[config.mk]
export PLATFORM = sky130hd
export DESIGN_NAME = multicycle_control_unit_flat
export DESIGN_NICKNAME = d
export VERILOG_FILES = /design/src/rtl/multicycle_control_unit_pkg.sv /design/src/rtl/multicycle_control_unit_if.sv /design/src/rtl/mem_wait_timer.sv /design/src/rtl/multicycle_control_unit.sv /design/src/flat_wrapper.sv
export SDC_FILE = /design/constraint.sdc
export NUM_CORES = 1
export LEC_CHECK = 0
export ABC_AREA = 1
export BUFFER_PORTS_ARGS = -buffer_cell sky130_fd_sc_hd__buf_2
export CELL_PAD_IN_SITES_DETAIL_PLACEMENT = 1
export CELL_PAD_IN_SITES_GLOBAL_PLACEMENT = 1
export CORE_MARGIN = 2
export CORE_UTILIZATION = 36
export DETAILED_ROUTE_END_ITERATION = 16
export PLACE_DENSITY = 0.85
export RECOVER_POWER = 100
export SETUP_SLACK_MARGIN = 0.5
export SYNTH_ARGS = -nofsm -noshare
export SYNTH_HDL_FRONTEND = slang
export SYNTH_SLANG_ARGS = --single-unit
export TNS_END_PERCENT = 30
[constraint.sdc]
create_clock -name CLK -period 1.5 [get_ports CLK]
set_input_delay 0.075 -clock CLK [delete_from_list [all_inputs] [get_ports CLK]]
set_output_delay 0.075 -clock CLK [all_outputs]
set_load 0.1 [all_outputs]
[src/rtl/multicycle_control_unit_pkg.sv]
// Shared constants for the multicycle control unit: state encodings, default
// opcodes and the bundle of registered datapath strobes.
package mcu_pkg;

  localparam logic [2:0] ST_IDLE   = 3'd0;
  localparam logic [2:0] ST_FETCH  = 3'd1;
  localparam logic [2:0] ST_DECODE = 3'd2;
  localparam logic [2:0] ST_EXEC   = 3'd3;
  localparam logic [2:0] ST_MEM    = 3'd4;
  localparam logic [2:0] ST_WB     = 3'd5;
  localparam logic [2:0] ST_TRAP   = 3'd6;

  localparam int OPW_DEF      = 6;
  localparam int OP_RTYPE_DEF = 0;
  localparam int OP_BEQ_DEF   = 4;
  localparam int OP_LW_DEF    = 35;
  localparam int OP_SW_DEF    = 43;
  localparam int OP_ADDI_DEF  = 8;
  localparam int TMO_DEF      = 15;

  typedef struct packed {
    logic alu_src;
    logic mem_to_reg;
    logic reg_dst;
    logic reg_write;
    logic mem_read;
    logic mem_write;
    logic branch;
    logic ir_write;
    logic pc_write;
  } ctrl_t;

  localparam ctrl_t CTRL_NONE = '0;

endpackage

[src/rtl/multicycle_control_unit_if.sv]
// Instruction/memory handshake and datapath strobe bundle between the control
// unit (slave) and the datapath/bench that drives it (master).
interface mcu_if
  import mcu_pkg::*;
#(
  parameter int OPW = OPW_DEF
);

  logic [OPW-1:0] Opcode;
  logic           Zero;
  logic           MemReady;

  logic           ALUSrc;
  logic           MemtoReg;
  logic           RegDst;
  logic           RegWrite;
  logic           MemRead;
  logic           MemWrite;
  logic           Branch;
  logic           IRWrite;
  logic           PCWrite;
  logic           IllegalOp;
  logic           BusError;
  logic [2:0]     State;

  modport master (
    output Opcode, Zero, MemReady,
    input  ALUSrc, MemtoReg, RegDst, RegWrite, MemRead, MemWrite,
    input  Branch, IRWrite, PCWrite, IllegalOp, BusError, State
  );

  modport slave (
    input  Opcode, Zero, MemReady,
    output ALUSrc, MemtoReg, RegDst, RegWrite, MemRead, MemWrite,
    output Branch, IRWrite, PCWrite, IllegalOp, BusError, State
  );

endinterface

[src/rtl/mem_wait_timer.sv]
// Memory wait counter: cleared on entry to a wait state, counts stalled cycles,
// flags expiry on the stalled cycle that would bring it to TMO.
module mem_wait_timer
  import mcu_pkg::*;
#(
  parameter int TMO = TMO_DEF
) (
  input  logic clk,
  input  logic rst_n,
  input  logic clear,
  input  logic enable,
  output logic expired
);

  localparam int            CW   = (TMO < 1) ? 1 : $clog2(TMO + 1);
  localparam logic [CW-1:0] LAST = CW'(TMO - 1);
  localparam logic [CW-1:0] TOP  = CW'(TMO);

  logic [CW-1:0] count_q, count_d;

  always_comb begin
    count_d = count_q;
    if (clear) begin
      count_d = '0;
    end else if (enable && (count_q != TOP)) begin
      count_d = count_q + CW'(1);
    end
  end

  // A ready cycle never enables the count, so success at the limit cannot expire.
  assign expired = enable && (count_q == LAST);

  always_ff @(posedge clk or negedge rst_n) begin
    if (!rst_n) begin
      count_q <= '0;
    end else begin
      count_q <= count_d;
    end
  end

endmodule

[src/rtl/multicycle_control_unit.sv]
// Multicycle instruction sequencer with registered Moore strobes, memory wait
// timeout and sticky illegal-opcode / bus-error traps.
module multicycle_control_unit
  import mcu_pkg::*;
#(
  parameter int OPW      = OPW_DEF,
  parameter int OP_RTYPE = OP_RTYPE_DEF,
  parameter int OP_BEQ   = OP_BEQ_DEF,
  parameter int OP_LW    = OP_LW_DEF,
  parameter int OP_SW    = OP_SW_DEF,
  parameter int OP_ADDI  = OP_ADDI_DEF,
  parameter int TMO      = TMO_DEF
) (
  input logic  CLK,
  input logic  Reset,
  mcu_if.slave bus
);

  // states: IDLE reset | FETCH instr wait | DECODE | EXEC | MEM data wait | WB | TRAP absorbing
  localparam logic [OPW-1:0] OPC_R    = OPW'(OP_RTYPE);
  localparam logic [OPW-1:0] OPC_BEQ  = OPW'(OP_BEQ);
  localparam logic [OPW-1:0] OPC_LW   = OPW'(OP_LW);
  localparam logic [OPW-1:0] OPC_SW   = OPW'(OP_SW);
  localparam logic [OPW-1:0] OPC_ADDI = OPW'(OP_ADDI);

  logic [2:0]     state_q, state_d;
  logic [OPW-1:0] op_q, op_d;
  ctrl_t          ctrl_q, ctrl_d;
  logic           illegal_q, illegal_d;
  logic           bus_err_q, bus_err_d;
  logic           tmr_clear, tmr_en, tmr_expired;
  logic           in_wait;

  function automatic logic op_supported(input logic [OPW-1:0] op);
    return (op == OPC_R) || (op == OPC_BEQ) || (op == OPC_LW) ||
           (op == OPC_SW) || (op == OPC_ADDI);
  endfunction

  assign in_wait   = (state_q == ST_FETCH) || (state_q == ST_MEM);
  assign tmr_en    = in_wait && !bus.MemReady;
  assign tmr_clear = (state_d != state_q) && ((state_d == ST_FETCH) || (state_d == ST_MEM));

  mem_wait_timer #(.TMO(TMO)) u_timer (
    .clk     (CLK),
    .rst_n   (Reset),
    .clear   (tmr_clear),
    .enable  (tmr_en),
    .expired (tmr_expired)
  );

  always_comb begin
    state_d   = state_q;
    op_d      = op_q;
    illegal_d = illegal_q;
    bus_err_d = bus_err_q;
    case (state_q)
      ST_IDLE:   state_d = ST_FETCH;
      ST_FETCH: begin
        if (bus.MemReady) begin
          state_d = ST_DECODE;
        end else if (tmr_expired) begin
          state_d   = ST_TRAP;
          bus_err_d = 1'b1;
        end
      end
      ST_DECODE: begin
        op_d = bus.Opcode;
        if (op_supported(bus.Opcode)) begin
          state_d = ST_EXEC;
        end else begin
          state_d   = ST_TRAP;
          illegal_d = 1'b1;
        end
      end
      ST_EXEC: begin
        if (op_q == OPC_BEQ) begin
          state_d = ST_FETCH;
        end else if ((op_q == OPC_LW) || (op_q == OPC_SW)) begin
          state_d = ST_MEM;
        end else begin
          state_d = ST_WB;
        end
      end
      ST_MEM: begin
        if (bus.MemReady) begin
          state_d = (op_q == OPC_LW) ? ST_WB : ST_FETCH;
        end else if (tmr_expired) begin
          state_d   = ST_TRAP;
          bus_err_d = 1'b1;
        end
      end
      ST_WB:     state_d = ST_FETCH;
      ST_TRAP:   state_d = ST_TRAP;
      default:   state_d = ST_TRAP;
    endcase
  end

  // Strobes are registered against the state being entered, so they line up with State.
  always_comb begin
    ctrl_d = CTRL_NONE;
    case (state_d)
      ST_FETCH:  ctrl_d.mem_read = 1'b1;
      ST_DECODE: begin
        ctrl_d.ir_write = 1'b1;
        ctrl_d.pc_write = 1'b1;
      end
      ST_EXEC: begin
        if (op_d == OPC_R) begin
          ctrl_d.reg_dst = 1'b1;
        end else if (op_d == OPC_BEQ) begin
          ctrl_d.branch   = 1'b1;
          ctrl_d.pc_write = bus.Zero;
        end else begin
          ctrl_d.alu_src = 1'b1;
        end
      end
      ST_MEM: begin
        if (op_d == OPC_LW) begin
          ctrl_d.mem_read = 1'b1;
        end else begin
          ctrl_d.mem_write = 1'b1;
        end
      end
      ST_WB: begin
        ctrl_d.reg_write  = 1'b1;
        ctrl_d.mem_to_reg = (op_d == OPC_LW);
        ctrl_d.reg_dst    = (op_d == OPC_R);
      end
      default:   ctrl_d = CTRL_NONE;
    endcase
  end

  always_ff @(posedge CLK or negedge Reset) begin
    if (!Reset) begin
      state_q   <= ST_IDLE;
      op_q      <= '0;
      ctrl_q    <= CTRL_NONE;
      illegal_q <= 1'b0;
      bus_err_q <= 1'b0;
    end else begin
      state_q   <= state_d;
      op_q      <= op_d;
      ctrl_q    <= ctrl_d;
      illegal_q <= illegal_d;
      bus_err_q <= bus_err_d;
    end
  end

  assign bus.ALUSrc    = ctrl_q.alu_src;
  assign bus.MemtoReg  = ctrl_q.mem_to_reg;
  assign bus.RegDst    = ctrl_q.reg_dst;
  assign bus.RegWrite  = ctrl_q.reg_write;
  assign bus.MemRead   = ctrl_q.mem_read;
  assign bus.MemWrite  = ctrl_q.mem_write;
  assign bus.Branch    = ctrl_q.branch;
  assign bus.IRWrite   = ctrl_q.ir_write;
  assign bus.PCWrite   = ctrl_q.pc_write;
  assign bus.IllegalOp = illegal_q;
  assign bus.BusError  = bus_err_q;
  assign bus.State     = state_q;

endmodule

[src/flat_wrapper.sv]
// flat-port wrapper written by rule: the top's interface ports become plain ports
module multicycle_control_unit_flat import mcu_pkg::*;
#(
  parameter int OPW      = OPW_DEF,
  parameter int OP_RTYPE = OP_RTYPE_DEF,
  parameter int OP_BEQ   = OP_BEQ_DEF,
  parameter int OP_LW    = OP_LW_DEF,
  parameter int OP_SW    = OP_SW_DEF,
  parameter int OP_ADDI  = OP_ADDI_DEF,
  parameter int TMO      = TMO_DEF
)
  (CLK, Reset, bus_Opcode, bus_Zero, bus_MemReady, bus_ALUSrc, bus_MemtoReg, bus_RegDst, bus_RegWrite, bus_MemRead, bus_MemWrite, bus_Branch, bus_IRWrite, bus_PCWrite, bus_IllegalOp, bus_BusError, bus_State);
  mcu_if #(.OPW(OPW)) bus_i ();
  input logic CLK;
  input logic Reset;
  input wire logic [$bits(bus_i.Opcode)-1:0] bus_Opcode;
  input wire logic [$bits(bus_i.Zero)-1:0] bus_Zero;
  input wire logic [$bits(bus_i.MemReady)-1:0] bus_MemReady;
  output wire logic [$bits(bus_i.ALUSrc)-1:0] bus_ALUSrc;
  output wire logic [$bits(bus_i.MemtoReg)-1:0] bus_MemtoReg;
  output wire logic [$bits(bus_i.RegDst)-1:0] bus_RegDst;
  output wire logic [$bits(bus_i.RegWrite)-1:0] bus_RegWrite;
  output wire logic [$bits(bus_i.MemRead)-1:0] bus_MemRead;
  output wire logic [$bits(bus_i.MemWrite)-1:0] bus_MemWrite;
  output wire logic [$bits(bus_i.Branch)-1:0] bus_Branch;
  output wire logic [$bits(bus_i.IRWrite)-1:0] bus_IRWrite;
  output wire logic [$bits(bus_i.PCWrite)-1:0] bus_PCWrite;
  output wire logic [$bits(bus_i.IllegalOp)-1:0] bus_IllegalOp;
  output wire logic [$bits(bus_i.BusError)-1:0] bus_BusError;
  output wire logic [$bits(bus_i.State)-1:0] bus_State;
  assign bus_i.Opcode = bus_Opcode;
  assign bus_i.Zero = bus_Zero;
  assign bus_i.MemReady = bus_MemReady;
  assign bus_ALUSrc = bus_i.ALUSrc;
  assign bus_MemtoReg = bus_i.MemtoReg;
  assign bus_RegDst = bus_i.RegDst;
  assign bus_RegWrite = bus_i.RegWrite;
  assign bus_MemRead = bus_i.MemRead;
  assign bus_MemWrite = bus_i.MemWrite;
  assign bus_Branch = bus_i.Branch;
  assign bus_IRWrite = bus_i.IRWrite;
  assign bus_PCWrite = bus_i.PCWrite;
  assign bus_IllegalOp = bus_i.IllegalOp;
  assign bus_BusError = bus_i.BusError;
  assign bus_State = bus_i.State;
  multicycle_control_unit #(.OPW(OPW), .OP_RTYPE(OP_RTYPE), .OP_BEQ(OP_BEQ), .OP_LW(OP_LW), .OP_SW(OP_SW), .OP_ADDI(OP_ADDI), .TMO(TMO)) u_core (.CLK(CLK), .Reset(Reset), .bus(bus_i));
endmodule
# Word-level counts from Yosys, hierarchy flattened
# Cells that the tools add are included.
# word_totals
reg_bits	24
inputBits	10
out_inout_bits	14
wordCells	88
# op_classes
addsub	1
eq_ne	22
mux	29
bitwise_logic	2
reduce_logical	20
# op_table
operator	count
6-bit equality test, second input constant	5
6-bit by 3-bit equality test with 1-bit output, second input constant	3
3-bit 2-to-1 mux	6
1-bit 2-to-1 mux	16
3-bit one-hot mux with 5 select lines	1
3-bit by 2-bit equality test with 1-bit output, second input constant	4
3-bit equality test, second input constant	4
6-bit zero test	2
4-bit 2-to-1 mux	2
1-bit logical OR	7
3-bit by 1-bit equality test with 1-bit output, second input constant	2
6-bit by 4-bit equality test with 1-bit output, second input constant	1
6-bit 2-to-1 mux	1
1-bit one-hot mux with 2 select lines	3
4-bit by 1-bit adder with 4-bit output, second input constant	1
4-bit equality test, second input constant	1
1-bit logical AND	4
4-bit != test, second input constant	1
2-bit OR reduction	2
3-bit zero test	1
3-bit != test	1
3-bit AND reduction	1
1-bit inverter	2
2-bit AND reduction	1
2 further kinds	2

# Depth between registers and ports, before layout
# Gate-level depths: netlist of run 1.
# logic_depth
word_depth	11
ltp_mapped	13

# By module
# From an unflattened synthesis of run 1, not the netlist that was laid out.
# unflattened
hier_cells	172
area_unflattened_um2	1280.0
# by_module_without_submodules
mod	instances	cells_per_inst	area_per_inst_um2
multicycle_control_unit	1	139	1033.5
mem_wait_timer	1	33	246.5

# Least setup slack after synthesis of run 1
# OpenSTA, ideal clock, no wires.
# synth_path
path_type	register to register
startpoint	register u_core.state_q[1] (netlist: u_core.bus.State[1])
endpoint	register u_core.u_timer.count_q[0]
arrival_time_ns	2.041
required_time_ns	1.380
slack_ns	-0.662
path_stages_with_launch	10
period_less_slack_ns	2.162
cell_sequence	dfrtp_1 inv_1 nand3_1 nand3_1 nor2_4 nand3_1 nand3_1 nor2_2 nor2_2 nor2_1
# synth_between
elab_chain_len	11
word_cells_on_any_way	22
# synth_lines
item	line_no	text
from (decl)	multicycle_control_unit.sv:26	logic [2:0] state_q, state_d;
from (signal assigned)	multicycle_control_unit.sv:141	state_q <= state_d;
3-bit by 1-bit equality test with 1-bit output / 3-bit equality test (equally long branches)	multicycle_control_unit.sv:39, multicycle_control_unit.sv:56	
1-bit logical OR	multicycle_control_unit.sv:39	assign in_wait = (state_q == ST_FETCH) || (state_q == ST_MEM);
1-bit logical AND	multicycle_control_unit.sv:40	assign tmr_en = in_wait && !bus.MemReady;
1-bit logical AND	mem_wait_timer.sv:31	assign expired = enable && (count_q == LAST);
3-bit 2-to-1 mux	multicycle_control_unit.sv:61, multicycle_control_unit.sv:87	
3-bit 2-to-1 mux, on equally long branches	multicycle_control_unit.sv:85, multicycle_control_unit.sv:59	
3-bit one-hot mux with 5 select lines	multicycle_control_unit.sv:56	case (state_q)
3-bit by 1-bit equality test with 1-bit output / 3-bit equality test (equally long branches)	multicycle_control_unit.sv:41	assign tmr_clear = (state_d != state_q) && ((state_d == ST_FETCH) || (state_d == ST_MEM));
1-bit logical OR	multicycle_control_unit.sv:41	
1-bit logical AND	multicycle_control_unit.sv:41	
4-bit 2-to-1 mux / 2-bit nonzero test (equally long branches)	--	
to (signal assigned)	mem_wait_timer.sv:37	count_q <= count_d;
to (decl)	mem_wait_timer.sv:19	logic [CW-1:0] count_q, count_d;
# Parallel ways exist; a longest one is shown, timed or not.
# A chain may end at the register's enable or synchronous reset.

==> results.md, run 1 <==
* Status: finished, violations left
* Register-to-Register Path Depth at 10
* Final Instance Area at 2230 um^2
* Share of cells above drive strength 1 at 58.9%
* Worst-margin pin slew at 645 ps
* GR Overflow Total at 0
* Worst Hold Class: primary input to register
* # nets final at 244
* Register area at 612 um^2
* RSZ-0062 raised after global routing: true
* Top cells by area, synth: dfrtp_1 46%, nand2_1 11%, inv_1 7.2%
* Top-count cell post-synth: nand2_1
* Area of the core at 3420 um^2
* GP Congestion at 0.846
* Pre-CTS WS at -317 ps
* Number of synthesized flops with an enable pin at 0
* Multi-input gate area at 908 um^2
* First-pass GRT wire length at 8.71 mm
* Final ANT Viol Nets at 0
* Worst Skew at 12.2 ps
* Endpoints failing setup at 15
* Clock H-tree levels at 1
* WL/cell at 24.9 um
* Hold Path Stages at 3
* Reg clk slew, reported paths at 150 ps
* Fin. max-slew vios at 0
* DRC viols at 0
* Die width at 64.2 um
* Die Ht at 64.2 um
* Cell variety after synth at 29
* Iteration-0 DRC count of the detailed router at 88
* Vias in the first global route at 1621
* Mapped cell area at 1300 um^2
* Worst-Skew Late Latency at 360 ps
* Setup ws final at -400 ps
* Sequential share of the synthesized area at 46.1%
* CP Class: register to register
* First-pass iteration count of the detailed router at 4
* Fin Setup TNS at -4040 ps
* Async SR Flop Fraction at 100%
* Antenna diodes at 0
* Max-Cap Viols at 0
* Top-area cell type share of the netlist area at 46.1%
* WL final at 6.90 mm
* Hold Vio Cnt, Final at 0
* Worst hold slack at 16.0 ps
* Syn Nets at 176
* Max_slew headroom at 57.0%
* # rows at 21
* Worst setup EP type: register
* Final HPWL DP at 2.88 mm
* Period minus WS final at 1900 ps
* Vias at 1519
* Post-synth top cells: 37 x nand2_1, 25 x inv_1, 24 x dfrtp_1
* Layout fillers at 373
* Synth Area per Inst at 7.94 um^2
* CTS tree: done
* Via density at 5.48
* P&R area growth vs syn at 71.3%
* Yosys warnings at 0
* Gr usage total at 28.7%
* Failing checks: setup timing
* Synth Flop Type: dfrtp_1
* Crit path max fanout at 5
* CP Launch Type: register
* Total CTS buffers at 3
* Initial antenna violation count at 0
* CTS root buffer: clkbuf_4
* Cells after Synth at 164
* Placed Area at 1660 um^2
* Post-synth top area cell: dfrtp_1
* Critical Path AT at 2180 ps
* Yosys reg bits at 24
* Pin count of the biggest net entering global routing at 25
* FMAX at 526 MHz
* I/O pins at 24
* Input/output buffers at 23
* Data required, critical path at 1780 ps
* Initial core utilization at 38.1%
* Fin crit share at 127%
* CTS max path bufs at 2
* Die area at 4120 um^2
* CTS sink count at 24
==> stage by stage <==
stage	util [%]	std cells
after floorplan	-	164
after global placement	48.7	253
after detailed placement	48.7	253
after CTS	62.1	269
after global routing	65.3	277
final	65.3	277
==> layout make-up <==
cell class | instances | area share [%]
multi-input combinational | 112 | 40.7
timing repair buffer | 63 | 21.4
tap | 46 | 2.58
sequential | 24 | 27.4
clock inverter | 1 | 1.35
inverter | 28 | 5.55
clock buffer | 3 | 1.01
==> registers in the layout (all words and copies together) (netlist names) <==
signal	cells
u_core.bus.IllegalOp	1
u_core.u_timer.count_q	4
u_core.bus.IRWrite	1
u_core.bus.PCWrite	1
u_core.bus.RegWrite	1
u_core.bus.RegDst	1
u_core.op_q	6
u_core.bus.MemtoReg	1
u_core.bus.State	3
u_core.bus.MemWrite	1
u_core.bus.Branch	1
u_core.bus.ALUSrc	1
u_core.bus.MemRead	1
u_core.bus.BusError	1
==> final timing paths <==
kind / from / to / slack (ps)
worst max-delay path: u_core.bus.State[2] / u_core.bus.ALUSrc / -400
worst min-delay path: bus_Opcode[5] / u_core.op_q[5] / 20
worst max register to register: u_core.bus.State[2] / u_core.bus.ALUSrc / -400
worst min register to register: u_core.bus.BusError / u_core.bus.BusError / 490
max in group asynchronous: Reset / u_core.bus.State[2] / 770
min in group asynchronous: Reset / u_core.bus.IllegalOp / 250
==> logic make-up after synthesis <==
group / count (synthesis) / share of synthesized area [%]
AO/OA/AOI/OAI: 17 / 8.17
AND/OR/NAND/NOR: 89 / 32.9
flip-flops: 24 / 46.1
adder cells (fa/ha/maj): 2 / 1.92
XOR/XNOR: 3 / 2.02
buffers and inverters: 29 / 8.93
==> layout by cell type, fill, tap and decap left out, types with 2 or more instances in the layout <==
master / instances
nand3_4: 9
nor2_2: 8
nor2_1: 8
o21ai_2: 5
clkbuf_2: 12
inv_2: 5
buf_12: 2
dlygate4sd3_1: 2
buf_2: 9
inv_1: 19
o21ai_1: 3
nand3_1: 8
nand3_2: 2
nand2_1: 24
buf_4: 31
nand2_4: 4
a21oi_1: 2
nand2_2: 10
clkbuf_4: 3
dfrtp_4: 3
dfrtp_1: 21
xnor2_1: 2
nor2_4: 11
buf_6: 7
o21ai_0: 2
==> layer usage <==
metal  GRT usage, %  routed length (um)  up-vias
li1               -                   -      651
met4           10.4                 338        0
met3           4.93                 269       29
met2           49.7                3480       64
met5              0                   0        -
met1           35.7                2810      775
==> repair_timing <==
action / 4_1_cts / 5_1_grt
hold buffers: 2 / 0
gates resized for setup: 85 / 50
pin swaps: 16 / 28
gates cloned: 1 / 0
endpoints found under the hold margin: 25 / 0
endpoints found under the setup margin: 38 / 38
setup buffers: 9 / 8
==> critical path: stages, from the launching register on <==
cell     delay, ps
dfrtp_4        580
inv_6          110
nand3_4        130
inv_4          130
buf_6          110
nand2_1         80
o21ai_2        130
nor2_2         100
buf_4          140
buf_4          130
a21oi_1        170
Power of run 1 is not shown: default switching activity piles up to over one toggle a cycle in this logic, so the estimate is an artifact.
==> inputs of run 2 (changes only) <==
--- a/config.mk
+++ b/config.mk
@@ -9,6 +9,7 @@
 export BUFFER_PORTS_ARGS = -buffer_cell sky130_fd_sc_hd__buf_2
 export CELL_PAD_IN_SITES_DETAIL_PLACEMENT = 1
 export CELL_PAD_IN_SITES_GLOBAL_PLACEMENT = 1
+export CORE_ASPECT_RATIO = 1.25
 export CORE_MARGIN = 2
 export CORE_UTILIZATION = 36
 export DETAILED_ROUTE_END_ITERATION = 16
==> run 2 against run 1 <==
The run still ends with setup timing left; cell count shrank 4.3%; cell area shrank 7.4%; setup slack gained 150 ps; core utilization shrank 6.0 points; register-to-register slack gained 150 ps; maximum frequency grew 8.9%; worst hold slack gained 53 ps; critical endpoint is now u_core.bus.PCWrite; highest routed layer unchanged.
==> results.md, run 2 (synthesized netlist as in run 1, its figures left out) <==
* WL/cell at 17.5 um (was 24.9 um)
* Setup ws final at -246 ps (was -400 ps)
* # rows at 24 (was 21)
* RR Startpoint: u_core.bus.State[0] (was u_core.bus.State[2])
* Placed Area at 1690 um^2 (was 1660 um^2)
* Die width at 57.8 um (was 64.2 um)
* Critical Path AT at 1940 ps (was 2180 ps)
* Fin cells at 265 (was 277)
* Antenna diodes at 0 (unchanged)
* Final Instance Area at 2070 um^2 (was 2230 um^2)
* P&R area growth vs syn at 58.6% (was 71.3%)
* Crit-path max cell delay at 540 ps (was 580 ps)
* Crit-path slowest cell: dfrtp_4 (unchanged)
* Final HPWL DP at 2.90 mm (was 2.88 mm)
* Largest Register: u_core.op_q (unchanged)
* Most common cell after layout, fill and taps aside: buf_4 (unchanged)
* CTS tree: done (unchanged)
* Failing checks: setup timing (unchanged)
* Die Ht at 71.3 um (was 64.2 um)
* Worst vdd ir at 1.79 mV
* RSZ-0062 raised after global routing: true (unchanged)
* Endpoints failing setup at 11 (was 15)
* Input/output buffers at 23 (unchanged)
* Critical Path Most Common Cell: nand2_2 (was buf_4)
* Crit path max fanout at 5 (unchanged)
* WL final at 4.65 mm (was 6.90 mm)
* HP Start: bus_Zero (was bus_Opcode[5])
* First-pass GRT wire length at 7.09 mm (was 8.71 mm)
* Worst Skew at 6.84 ps (was 12.2 ps)
* Worst setup EP type: register (unchanged)
* Placed Cells at 251 (was 253)
* FMAX at 573 MHz (was 526 MHz)
* Worst-margin pin slew at 628 ps (was 645 ps)
* Power per cell area at 2670 nW/um^2
* Worst-Skew Late Latency at 280 ps (was 360 ps)
* Clock H-tree levels at 1 (unchanged)
* Fin. max-slew vios at 0 (unchanged)
* CP Launch Type: register (unchanged)
* Data required, critical path at 1700 ps (was 1780 ps)
* # nets final at 239 (was 244)
* Iteration-0 DRC count of the detailed router at 53 (was 88)
* Critical path origin: u_core.bus.State[0] (was u_core.bus.State[2])
* Max_slew headroom at 58.1% (was 57.0%)
* Total CTS buffers at 3 (unchanged)
* Number of flip-flops in the largest register at 6 (unchanged)
* Fin crit share at 116% (was 127%)
* Area of the core at 3480 um^2 (was 3420 um^2)
* Initial core utilization at 37.4% (was 38.1%)
* CTS root buffer: clkbuf_8 (was clkbuf_4)
* Vias in the first global route at 1501 (was 1621)
* Final ANT Viol Nets at 0 (unchanged)
* Gr usage total at 22.7% (was 28.7%)
* GP Congestion at 0.816 (was 0.846)
* DRC viols at 0 (unchanged)
* Via density at 5.13 (was 5.48)
* Vias at 1360 (was 1519)
* Share of cells above drive strength 1 at 51.8% (was 58.9%)
* Max-Cap Viols at 0 (unchanged)
* Most frequent cells in the layout: 29 x buf_4, 26 x nand2_1, 23 x inv_1 (was 31 x buf_4, 24 x nand2_1, 21 x dfrtp_1)
* CTS max path bufs at 2 (unchanged)
* Status: finished, violations left (unchanged)
* First-pass iteration count of the detailed router at 4 (unchanged)
* CP Class: register to register (unchanged)
* LEAKAGE at 0.00105 uW
* Period minus WS final at 1750 ps (was 1900 ps)
* Reg clk slew, reported paths at 100 ps (was 150 ps)
* I/O pins at 24 (unchanged)
* Initial antenna violation count at 0 (unchanged)
* GR Overflow Total at 0 (unchanged)
* CTS sink count at 24 (unchanged)
* Worst-path cell chain: inv_6 > nand3_4 > o21ai_4 > nand2_2 > nor2_4 > nand2_2 > nor3b_2 > nand2_1 > o21ai_1 (was inv_6 > nand3_4 > inv_4 > buf_6 > nand2_1 > o21ai_2 > nor2_2 > buf_4 > buf_4 > a21oi_1)
* Pin count of the biggest net entering global routing at 25 (unchanged)
* Hold Vio Cnt, Final at 0 (unchanged)
* Die area at 4120 um^2 (about the same)
* Worst Hold Class: primary input to register (unchanged)
run 2: changes by cell type in the layout (fill, tap and decap cells not counted), moves of 3 or more:
cell	change
inv_1	+4
nand3_1	+4
clkbuf_4	-3
clkbuf_8	+3
nand3_4	-7
nand3_2	+3
inv_2	-3
run 2: routing by layer:
metal / track usage [%] / vias up / share of wire [%]
met4: 7.75 / 0 / 1.5
met1: 26.9 / 686 / 42
li1: - / 642 / -
met2: 42.2 / 25 / 54
met5: 0 / - / 0
met3: 1.99 / 7 / 2.4
run 2: worst paths after layout:
kind	to	slack, ps	cells after the start
min in group asynchronous	u_core.bus.State[0]	330	2
max in group asynchronous	u_core.bus.State[1]	700	2
min	u_core.bus.PCWrite	70	3
min reg2reg	u_core.bus.IllegalOp	480	2
max	u_core.bus.PCWrite	-250	9
max reg2reg	u_core.bus.PCWrite	-250	9
run 2: final cells by class:
cell class / instances / area, um^2
clock buffers: 3 / 41.3
clock inverters: 1 / 30.0
fillers: 418 / 1420
inverters: 28 / 118
multi-input cells: 112 / 787
flip-flops and latches: 24 / 612
well taps: 39 / 48.8
repair buffers: 58 / 429
run 2: power by group:
| group | internal, uW | total (uW) | switching [uW] |
|---|---|---|---|
| combinational | 1390 | 3820 | 2420 |
| clock | 358 | 595 | 237 |
| sequential | 879 | 1100 | 225 |
| total | 2630 | 5520 | 2890 |
run 2: repair_timing:
| item | CTS | global route |
|---|---|---|
| hold buffers | 1 | 0 |
| endpoints found under the hold margin | 24 | 0 |
| resized for setup | 51 | 30 |
| setup buffers | 5 | 3 |
| endpoints found under the setup margin | 38 | 29 |
| cloned | 1 | 0 |
| pin swaps | 9 | 11 |
run 2: through the flow:
| stage | setup TNS, ps | setup WS (ps) | hold slack (ps) | power, uW | util (%) |
|---|---|---|---|---|---|
| 2_1_floorplan | -2090 | -301 | -221 | 2970 | - |
| 3_3_place_gp | -1140 | -166 | 83.1 | 3740 | 48.6 |
| 3_5_place_dp | -1500 | -217 | 93.8 | 3860 | 48.6 |
| 4_1_cts | -1130 | -147 | 39.6 | 5100 | 57.1 |
| 5_1_grt | -2830 | -318 | 66.0 | 5810 | 59.3 |
| 6_report | -1700 | -246 | 68.6 | 5520 | 59.3 |
run 2: worst max-delay path, delay by kind of cell, from the launching register on:
family          cells  cell delay (ps)
compound gates      2              310
buf+inv             1              100
flops               1              540
simple gates        6              710
(Power assumes the default switching activity.)
==> inputs of run 3 (changes only) <==
--- a/config.mk
+++ b/config.mk
@@ -11,12 +11,13 @@
 export CELL_PAD_IN_SITES_GLOBAL_PLACEMENT = 1
 export CORE_ASPECT_RATIO = 1.25
 export CORE_MARGIN = 2
-export CORE_UTILIZATION = 36
+export CORE_UTILIZATION = 35
 export DETAILED_ROUTE_END_ITERATION = 16
 export PLACE_DENSITY = 0.85
 export RECOVER_POWER = 100
 export SETUP_SLACK_MARGIN = 0.5
 export SYNTH_ARGS = -nofsm -noshare
 export SYNTH_HDL_FRONTEND = slang
+export SYNTH_HIERARCHICAL = 1
 export SYNTH_SLANG_ARGS = --single-unit
 export TNS_END_PERCENT = 30
==> run 3 against run 2 <==
Power down 76%; core utilization up 0.32 points; largest cell class unchanged; the run still ends with setup timing left; global-route usage up 2.5 points; area after synthesis down 1.7%; non-clock buffer count up 15; critical endpoint is now u_core/u_timer/count_q[1]; sequential power down 41%; setup slack worse by 650 ps.
==> results.md, run 3 <==
* Post-synth top cells: 44 x nand2_1, 27 x inv_1, 24 x dfrtp_1 (was 37 x nand2_1, 25 x inv_1, 24 x dfrtp_1)
* Iteration-0 DRC count of the detailed router at 47 (was 53)
* WL/cell at 18.0 um (was 17.5 um)
* Sw Pwr at 276 uW (was 2890 uW)
* Share of cells above drive strength 1 at 50.8% (was 51.8%)
* Register area at 607 um^2 (was 612 um^2)
* Most frequent cells in the layout: 43 x buf_4, 34 x nand2_1, 21 x inv_1, 21 x dfrtp_1, 14 x nor2_1 (was 29 x buf_4, 26 x nand2_1, 23 x inv_1)
* Vias in the first global route at 1607 (was 1501)
* Cell-internal power at 1030 uW (was 2630 uW)
* Syn Nets at 184 (was 176)
* Top-count cell post-synth: nand2_1 (unchanged)
* Initial core utilization at 36.7% (was 37.4%)
* Power per cell area at 628 nW/um^2 (was 2670 nW/um^2)
* Post-synth top area cell: dfrtp_1 (unchanged)
* Worst Skew at 13.6 ps (was 6.84 ps)
* First-pass iteration count of the detailed router at 4 (unchanged)
* # rows at 24 (unchanged)
* Final core occ at 59.6% (was 59.3%)
* Via density at 5.21 (was 5.13)
* Critical Path AT at 2570 ps (was 1940 ps)
* First-pass GRT wire length at 7.92 mm (was 7.09 mm)
* Worst setup EP type: register (unchanged)
* Reg-to-reg endpoint: u_core/u_timer/count_q[1] (was u_core.bus.PCWrite)
* Max_slew headroom at 57.9% (was 58.1%)
* Number of synthesized flops with an enable pin at 0 (unchanged)
* DRC viols at 0 (unchanged)
* Cells after Synth at 172 (was 164)
* Cell variety after synth at 24 (was 29)
* Multi-input gate area at 687 um^2 (was 787 um^2)
* FMAX at 417 MHz (was 573 MHz)
* Crit path max fanout at 4 (was 5)
* Final ANT Viol Nets at 0 (unchanged)
* Fin crit share at 160% (was 116%)
* Seq pwr share at 49.5% (was 20.0%)
* Failing checks: setup timing (unchanged)
* GP Congestion at 0.833 (was 0.816)
* CP Launch Type: register (unchanged)
* Synth Flop Type: dfrtp_1 (unchanged)
* Clock share of power at 46.0% (was 10.8%)
* Mapped cell area at 1280 um^2 (was 1300 um^2)
* Worst-Skew Late Latency at 280 ps (about the same)
* Hold Path Stages at 3 (unchanged)
* WL final at 5.16 mm (was 4.65 mm)
* CTS tree: done (unchanged)
* Synth Area per Inst at 7.44 um^2 (was 7.94 um^2)
* Register-to-Register Path Depth at 18 (was 9)
* Status: finished, violations left (unchanged)
* Async SR Flop Fraction at 100% (unchanged)
* Gr usage total at 25.2% (was 22.7%)
* Setup ws final at -899 ps (was -246 ps)
* WHS Endpoint: u_core/bus.PCWrite (was u_core.bus.PCWrite)
* Die Ht at 71.6 um (was 71.3 um)
* Worst hold slack at 93.7 ps (was 68.6 ps)
* Sw Ratio at 21.2% (was 52.3%)
* RR Startpoint: u_core/bus.State[1] (was u_core.bus.State[0])
* HP Start: bus_Zero (unchanged)
* Input/output buffers at 23 (unchanged)
* Final HPWL DP at 3.24 mm (was 2.90 mm)
* Endpoints failing setup at 16 (was 11)
* Number of flip-flops in the largest register at 6 (unchanged)
* Total CTS buffers at 3 (unchanged)
* Worst-margin pin slew at 631 ps (was 628 ps)
* Worst Hold Class: primary input to register (unchanged)
* CTS max path bufs at 2 (unchanged)
* Fin. max-slew vios at 0 (unchanged)
* CTS root buffer: clkbuf_8 (unchanged)
* # nets final at 261 (was 239)
* Layout fillers at 431 (was 418)
* GR Overflow Total at 0 (unchanged)
* Die width at 58.1 um (was 57.8 um)
* Data required, critical path at 1670 ps (was 1700 ps)
* RSZ-0062 raised after global routing: true (unchanged)
* CP Class: register to register (unchanged)
* Reg clk slew, reported paths at 100 ps (about the same)
* LEAKAGE at 0.00113 uW (was 0.00105 uW)
* Total Power at 1310 uW (was 5520 uW)
* Sequential share of the synthesized area at 46.9% (was 46.1%)
* Top-area cell type share of the netlist area at 46.9% (was 46.1%)
* Clock H-tree levels at 1 (unchanged)
* Hold Vio Cnt, Final at 0 (unchanged)
* Comb pwr share at 4.5% (was 69.2%)
* Area of the core at 3480 um^2 (unchanged)
* Most common cell after layout, fill and taps aside: buf_4 (unchanged)
* Max-Cap Viols at 0 (unchanged)
* Flop2flop setup slack at -900 ps (was -250 ps)
* Fin cells at 287 (was 265)
* Vias at 1494 (was 1360)
* CTS sink count at 24 (unchanged)
* Die area at 4160 um^2 (was 4120 um^2)
* I/O pins at 24 (unchanged)
* Yosys warnings at 6 (was 0)
* Period minus WS final at 2400 ps (was 1750 ps)
* Pre-CTS WS at -909 ps (was -217 ps)
* Antenna diodes at 0 (unchanged)
* Critical path origin: u_core/bus.State[1] (was u_core.bus.State[0])
* Worst vdd ir at 0.686 mV (was 1.79 mV)
* Yosys reg bits at 24 (unchanged)
* Top cells by area, synth: dfrtp_1 47%, nand2_1 13%, inv_1 7.9% (was dfrtp_1 46%, nand2_1 11%, inv_1 7.2%)
* Initial antenna violation count at 0 (unchanged)
* Largest Register: u_core/op_q (was u_core.op_q)
* Pin count of the biggest net entering global routing at 25 (unchanged)
* P&R area growth vs syn at 62.3% (was 58.6%)
* Placed Cells at 272 (was 251)
## run 3: cell types whose count changed in the layout (fill, tap and decap cells not counted), moves of 3 or more
cell / delta
nand4_1: +4
buf_4: +14
o21ai_0: +3
nand2_1: +8
nor2_4: -7
a21oi_2: +3
nor2_1: +4
inv_2: +5
o21ai_2: -3
## run 3: cells by family (layout without fill, tap and decap cells)
group           Yosys count  in the layout  synth area share, %
flops                    24             24                 46.9
xor+xnor                  1              1                0.684
simple gates             97             97                 33.8
compound gates           17             17                 7.33
fa+ha+maj                 2              2                 1.95
buf+inv                  31            107                 9.29
## run 3: routing by layer
metal	vias up	wire (um)	global-route usage [%]
met4	0	155	4.65
li1	691	-	-
met5	-	0	0
met3	12	166	2.89
met2	32	2870	48.0
met1	759	1970	30.1
## run 3: worst max-delay path by stage
stage                                end  slack (ps)
6_report       u_core/u_timer/count_q[1]        -900
4_1_cts        u_core/u_timer/count_q[2]        -770
3_5_place_dp   u_core/u_timer/count_q[2]        -910
2_1_floorplan  u_core/u_timer/count_q[3]        -990
3_3_place_gp   u_core/u_timer/count_q[3]        -670
5_1_grt        u_core/u_timer/count_q[1]       -1060
## run 3: power by group through the flow
stage / clock network [uW] / logic (uW) / registers (uW)
after detailed placement: 0 / 54.3 / 659
after CTS: 597 / 57.7 / 646
after global routing: 617 / 65.7 / 646
after floorplan: 0 / 9.44 / 659
final: 600 / 58.4 / 646
after global placement: 0 / 53.0 / 659
## run 3: cell type report
cell class                      instances  share of cell area, %
Multi-Input combinational cell        117                   33.1
Tap cell                               39                   2.35
Clock inverter                          1                   1.45
Inverter                               30                   5.66
Timing Repair Buffer                   73                   26.3
Sequential cell                        24                   29.2
Clock buffer                            3                   1.99
## run 3: timing repair
action | CTS | global route
endpoints found under the hold margin | 24 | 0
hold buffers | 1 | 0
buffers inserted | 6 | 4
resized for setup | 50 | 19
pin swaps | 11 | 8
setup endpoints to repair | 38 | 30
## run 3: worst max-delay path, stage by stage (launching register included)
cell	delay, ps
dfrtp_4	520
nor2_4	120
nand2_2	70
a21oi_2	140
nand2_1	90
nor2_2	140
nor2_2	60
o21ai_1	150
nand2_1	110
nor2_4	150
nand2_4	90
a21oi_2	130
inv_1	60
nor2_2	110
inv_2	80
nand2_4	80
inv_4	40
nand2_1	60
nand2_1	80
## run 3: stage by stage
step / area [um^2] / TNS [ps]
finish: 2080 / -9200
global route: 2080 / -11240
CTS: 2040 / -6950
detailed placement: 1760 / -7950
global placement: 1760 / -5590
floorplan: 1320 / -8510
